[src/rtl/traffic_conflict_monitor.sv]
// Safety monitor on the controller's r/g lamp bus: checks one-green, r==~g, round-robin order and
// green dwell window; latches a sticky fault with the first cause. Latency 2 edges; no backpressure.
module traffic_conflict_monitor #(
    parameter int N_LANES    = 4,
    parameter int FIRST_LANE = 0,
    parameter int MIN_GREEN  = 11,
    parameter int MAX_GREEN  = 11,
    parameter int CNT_W      = 5,
    localparam int LW        = (N_LANES > 1) ? $clog2(N_LANES) : 1
) (
    input  logic               clk,
    input  logic               rst,
    input  logic [N_LANES-1:0] r_in,
    input  logic [N_LANES-1:0] g_in,
    input  logic               clr_fault,
    output logic               fault,
    output logic [2:0]         fault_code,
    output logic [LW-1:0]      active_lane,
    output logic               lane_valid,
    output logic [CNT_W-1:0]   dwell_cnt,
    output logic [7:0]         rotations
);

    typedef enum logic [1:0] {
        S_DARK  = 2'd0,
        S_RUN   = 2'd1,
        S_FAULT = 2'd2
    } state_t;

    localparam logic [2:0] C_NONE     = 3'd0;
    localparam logic [2:0] C_CONFLICT = 3'd1;
    localparam logic [2:0] C_MISMATCH = 3'd2;
    localparam logic [2:0] C_SEQUENCE = 3'd3;
    localparam logic [2:0] C_SHORT    = 3'd4;
    localparam logic [2:0] C_LONG     = 3'd5;
    localparam logic [2:0] C_NOGREEN  = 3'd6;

    logic [N_LANES-1:0] r_q, g_q;
    state_t             state_q, state_d;
    logic [2:0]         code_q, code_d;
    logic [LW-1:0]      active_q, active_d;
    logic [CNT_W-1:0]   dwell_q, dwell_d;
    logic [7:0]         rot_q, rot_d;

    logic [LW:0]        g_cnt;
    logic [LW-1:0]      g_idx;
    logic               conflict, mismatch, no_green_dark;
    logic [LW-1:0]      nxt_lane;
    logic [2:0]         viol;

    always_comb begin
        g_cnt = '0;
        g_idx = '0;
        for (int i = 0; i < N_LANES; i++) begin
            if (g_q[i]) begin
                g_cnt = g_cnt + 1'b1;
                g_idx = LW'(i);
            end
        end
    end

    assign conflict      = (g_cnt > 1);
    assign mismatch      = (g_cnt == 1) && (r_q != ~g_q);
    assign no_green_dark = (g_q == '0) && (r_q != '0);
    assign nxt_lane      = (active_q == LW'(N_LANES - 1)) ? '0 : active_q + 1'b1;

    always_comb begin
        state_d  = state_q;
        code_d   = code_q;
        active_d = active_q;
        dwell_d  = dwell_q;
        rot_d    = rot_q;
        viol     = C_NONE;

        // Branch order below encodes the cause priority 1 > 2 > 6 > 3 > 4 > 5.
        case (state_q)
            S_DARK: begin
                if (conflict)                      viol = C_CONFLICT;
                else if (mismatch)                 viol = C_MISMATCH;
                else if (no_green_dark)            viol = C_NOGREEN;
                else if (g_q != '0) begin
                    if (g_idx != LW'(FIRST_LANE))  viol = C_SEQUENCE;
                    else begin
                        state_d  = S_RUN;
                        active_d = g_idx;
                        dwell_d  = CNT_W'(1);
                    end
                end
            end
            S_RUN: begin
                if (conflict)                      viol = C_CONFLICT;
                else if (mismatch)                 viol = C_MISMATCH;
                else if (g_q == '0)                viol = C_NOGREEN;
                else if (g_idx == active_q) begin
                    if (dwell_q == CNT_W'(MAX_GREEN)) viol = C_LONG;
                    else                           dwell_d = dwell_q + 1'b1;
                end
                else if (g_idx != nxt_lane)        viol = C_SEQUENCE;
                else if (dwell_q < CNT_W'(MIN_GREEN)) viol = C_SHORT;
                else begin
                    active_d = g_idx;
                    dwell_d  = CNT_W'(1);
                    if (g_idx == '0 && active_q == LW'(N_LANES - 1))
                        rot_d = rot_q + 1'b1;
                end
            end
            default: ;
        endcase

        if (viol != C_NONE) begin
            state_d = S_FAULT;
            code_d  = viol;
        end

        if (clr_fault) begin
            state_d  = S_DARK;
            code_d   = C_NONE;
            active_d = '0;
            dwell_d  = '0;
            rot_d    = '0;
        end
    end

    always_ff @(posedge clk) begin
        if (rst) begin
            r_q      <= '0;
            g_q      <= '0;
            state_q  <= S_DARK;
            code_q   <= C_NONE;
            active_q <= '0;
            dwell_q  <= '0;
            rot_q    <= '0;
        end else begin
            r_q      <= r_in;
            g_q      <= g_in;
            state_q  <= state_d;
            code_q   <= code_d;
            active_q <= active_d;
            dwell_q  <= dwell_d;
            rot_q    <= rot_d;
        end
    end

    assign fault       = (state_q == S_FAULT);
    assign lane_valid  = (state_q == S_RUN);
    assign fault_code  = code_q;
    assign active_lane = active_q;
    assign dwell_cnt   = dwell_q;
    assign rotations   = rot_q;

endmodule
[config.mk]
export PLATFORM = sky130hd
export DESIGN_NAME = traffic_conflict_monitor
export DESIGN_NICKNAME = d
export VERILOG_FILES = /design/src/rtl/traffic_conflict_monitor.sv
export SDC_FILE = /design/constraint.sdc
export NUM_CORES = 1
export LEC_CHECK = 0
export ABC_AREA = 1
export CAP_MARGIN = 15
export CORE_ASPECT_RATIO = 0.6
export CORE_MARGIN = 8
export CORE_UTILIZATION = 30
export DETAILED_ROUTE_END_ITERATION = 7
export GPL_TIMING_DRIVEN = 0
export SETUP_SLACK_MARGIN = 0.3
export SLEW_MARGIN = 40
export SYNTH_ARGS = -nofsm -noshare
export SYNTH_HDL_FRONTEND = slang
export SYNTH_SLANG_ARGS = --single-unit
[constraint.sdc]
create_clock -name clk -period 4.9 [get_ports clk]
set_input_delay 0.98 -clock clk [delete_from_list [all_inputs] [get_ports clk]]
set_output_delay 0.98 -clock clk [all_outputs]
set_load 0.03 [all_outputs]
==> flow_summary.toml <==
[detailed_routing]
wl_met2_um = 1662
routed.top_layer = "met4"
vias = 1633
drc = 0
wire_per_inst_um = 10.78
routed_wl_um = 4020
vias_per_cell = 4.378
m1WireLength_um = 2053
drtPass1Iterations = 4
drt_iter0_markers = 70
wl_met3_um = 296
ant_nets = 0

[setup_path]
crit_fanout = 7
crit_required_ps = 3920
worstSetupStartpointType = "flip-flop"
crit_path_end_kind = "output pin"
worstPathArrival_ps = 1940
critPathKind = "flip-flop to output pin"

[synthesis]
seq_area_frac_synth = 0.3195
synthesis.nets = 278
async_reset_ff_frac = 0
synth_compound_area_frac = 0.07989
synth_flop_cell = "dfxtp_1"
netlist.area_leader.share = 0.3195
yosys.area_share.xor_xnor = 0.05421
netlist_top_cells_count = "nand2_1 (48), nor2_1 (40), inv_1 (39), dfxtp_1 (28), nand3_1 (22)"
synth.avg_cell_area_sq_um = 6.747
yosysWarnings = 0
synth-seq-cells = 28
yosysMostFrequentCell = "nand2_1"
synth.cell_area_sq_um = 1754
synthAdderAreaFrac = 0.04993
synthCells = 260
synthSimpleGateAreaFrac = 0.3909
ys_types = 32
synth_edf_count = 0
synth_top_family_by_area = "simple AND/OR/NAND/NOR gates"
yosys-top-cells-area = "dfxtp_1 (32%), nand2_1 (10%), nor2_1 (8.6%), inv_1 (8.3%), nand3_1 (6.3%)"
synth_top_cell_by_area = "dfxtp_1"
synth.area.mux_share = 0

[run_status]
outcome = "finished clean"

[sta]
worst-slew-pin-transition_ps = 510.6
rsz0062_at_grt = "no"
clock_skew_ps = 1.967
setup_tns_ps = 0
fin_crit_ps = 2915
final-hold-violation-count = 0
final_min_period_over_clock_period = 0.5950
slew_viol_final = 0
slew_headroom = 0.6584
finalSetupViolations = 0
fmax_mhz = 343.0

[placement]
placed_cells = 369
port_buffers = 29
dp_hpwl_um = 3302
gp_congestion = 0.8092

[clock_tree]
htreeDepth = 1
clk_latency_ps = 280
cts_inserted_buffers = 3
cts_hold_buffers = 0
cts_tree = "yes"
cts_resized = 0
postCtsSetupBuffers = 0
numClockSinks = 28
clock-root-buffer = "clkbuf_8"
cts.path.max_buffers = 2
path_clk_slew_ps = 100

[global_routing]
grt_overflow_total = 0
grtUsageTotal = 0.1010
grt_max_degree = 16
antenna_found_initial = 0
grt_pass1_vias = 1538
grt_pass1_wl_um = 7038

[floorplanning]
die_width_um = 114.7
start_util = 0.3120
die_h_um = 75.23
core_area_sq_um = 5623
die-area_sq_um = 8630
io_pins = 31
num_rows = 21

[final_layout]
instances_no_fill = 373
drive_above_1_share = 0.1126
n_antenna_cell = 0
num-nets-final = 312
fill_cells = 611
areaGrowthSynthToFinish_pct = 25.39

[power_and_ir_drop]
intPower_w = 0.0003493
combPwrFrac = 0.226
power_frac_clock = 0.293
switching_share = 0.3054
p_seq_frac = 0.481
pwr_density_cell_nw_per_um2 = 228.6
ir_drop_mv = 0.1040
p_leak_nw = 0.9364
power_switching_w = 0.0001536

[job]
max-cap-violations = 0

[worst_hold_path]
min_path_type = "flip-flop to flip-flop"
## final cells by class
type                       instances  area, sq um  area share
buffer                             2        8.758    0.003982
multi-input combinational        183         1008      0.4585
timing repair buffer              29        290.3      0.1320
sequential                        28        560.5      0.2548
inverter                          47        176.4     0.08020
tap                               80        100.1     0.04551
clock buffer                       4        55.05     0.02503
## power groups by stage
| stage | Clock, W | Combinational [W] | Sequential [W] |
|---|---|---|---|
| 6_report | 0.000147 | 0.000114 | 0.000242 |
| 5_1_grt | 0.000162 | 0.000128 | 0.000243 |
| 4_1_cts | 0.000152 | 0.000114 | 0.000242 |
| 3_5_place_dp | 0 | 0.000114 | 0.000247 |
| 3_3_place_gp | 0 | 0.000112 | 0.000247 |
| 2_1_floorplan | 0 | 0.0000787 | 0.000251 |
## sequential cells by signal, indices dropped and copies added (netlist names)
signal	count
state_q	2
g_q	4
fault_code	3
active_lane	2
rotations	8
dwell_cnt	5
r_q	4
## cell families after synthesis
kind of cell,count (synthesis)
DFF,28
adders and majority gates,7
AOI/OAI and AO/OA,25
and+or+nand+nor,141
buffers and inverters,49
xor gates and xnor gates,10
## per-layer routing
metal / track usage / vias to the layer above
li1: - / 884
met1: 0.1318 / 712
met2: 0.1601 / 35
met3: 0.03683 / 2
met4: 0.01301 / 0
met5: 0 / -
## metrics by stage
stage	setup WS (ps)	utilization	total power, W	hold slack (ps)	instance area, sq um
global placement	2317	0.3814	0.0003591	455.7	2145
global route	1845	0.3912	0.0005332	485.5	2200
finish	1985	0.3912	0.0005028	467.6	2200
detailed placement	2311	0.3814	0.0003611	457.3	2145
CTS	1988	0.3912	0.0005088	472.5	2200
floorplan	2645	-	0.0003296	513.7	1754
## critical path, cell delays in order (launching register included)
cell and delay, ps:
dfxtp_1 410, inv_1 70, nor2_1 400, clkdlybuf4s50_1 770
## cells in the final DEF, fill, tap and decap left out, types with 2 or more instances in the layout
cell type,netlist,routed
ha_1,7,7
o21ai_1,5,5
clkbuf_8,0,4
clkdlybuf4s50_1,0,29
inv_2,7,7
nand3_1,22,22
xnor2_1,7,7
o21ai_0,3,3
nand4_1,5,5
xor2_1,2,2
a21oi_1,12,12
nand2_1,48,48
nor3b_1,3,3
inv_1,39,39
dfxtp_1,28,28
nor3_1,4,4
nand2_2,7,7
nor2_2,4,4
nor2_1,40,40
nor2_4,3,3
## path summary, 6_finish.rpt
path / start / endpoint / slack, ps / cells past startpoint
worst max-delay path: state_q[0] / lane_valid / 1980 / 3
worst min-delay path: fault_code[1] / fault_code[1] / 470 / 2
worst max register to register: g_q[1] / dwell_cnt[4] / 2360 / 18
worst min register to register: fault_code[1] / fault_code[1] / 470 / 2
Power figures use the tool's default switching activity.
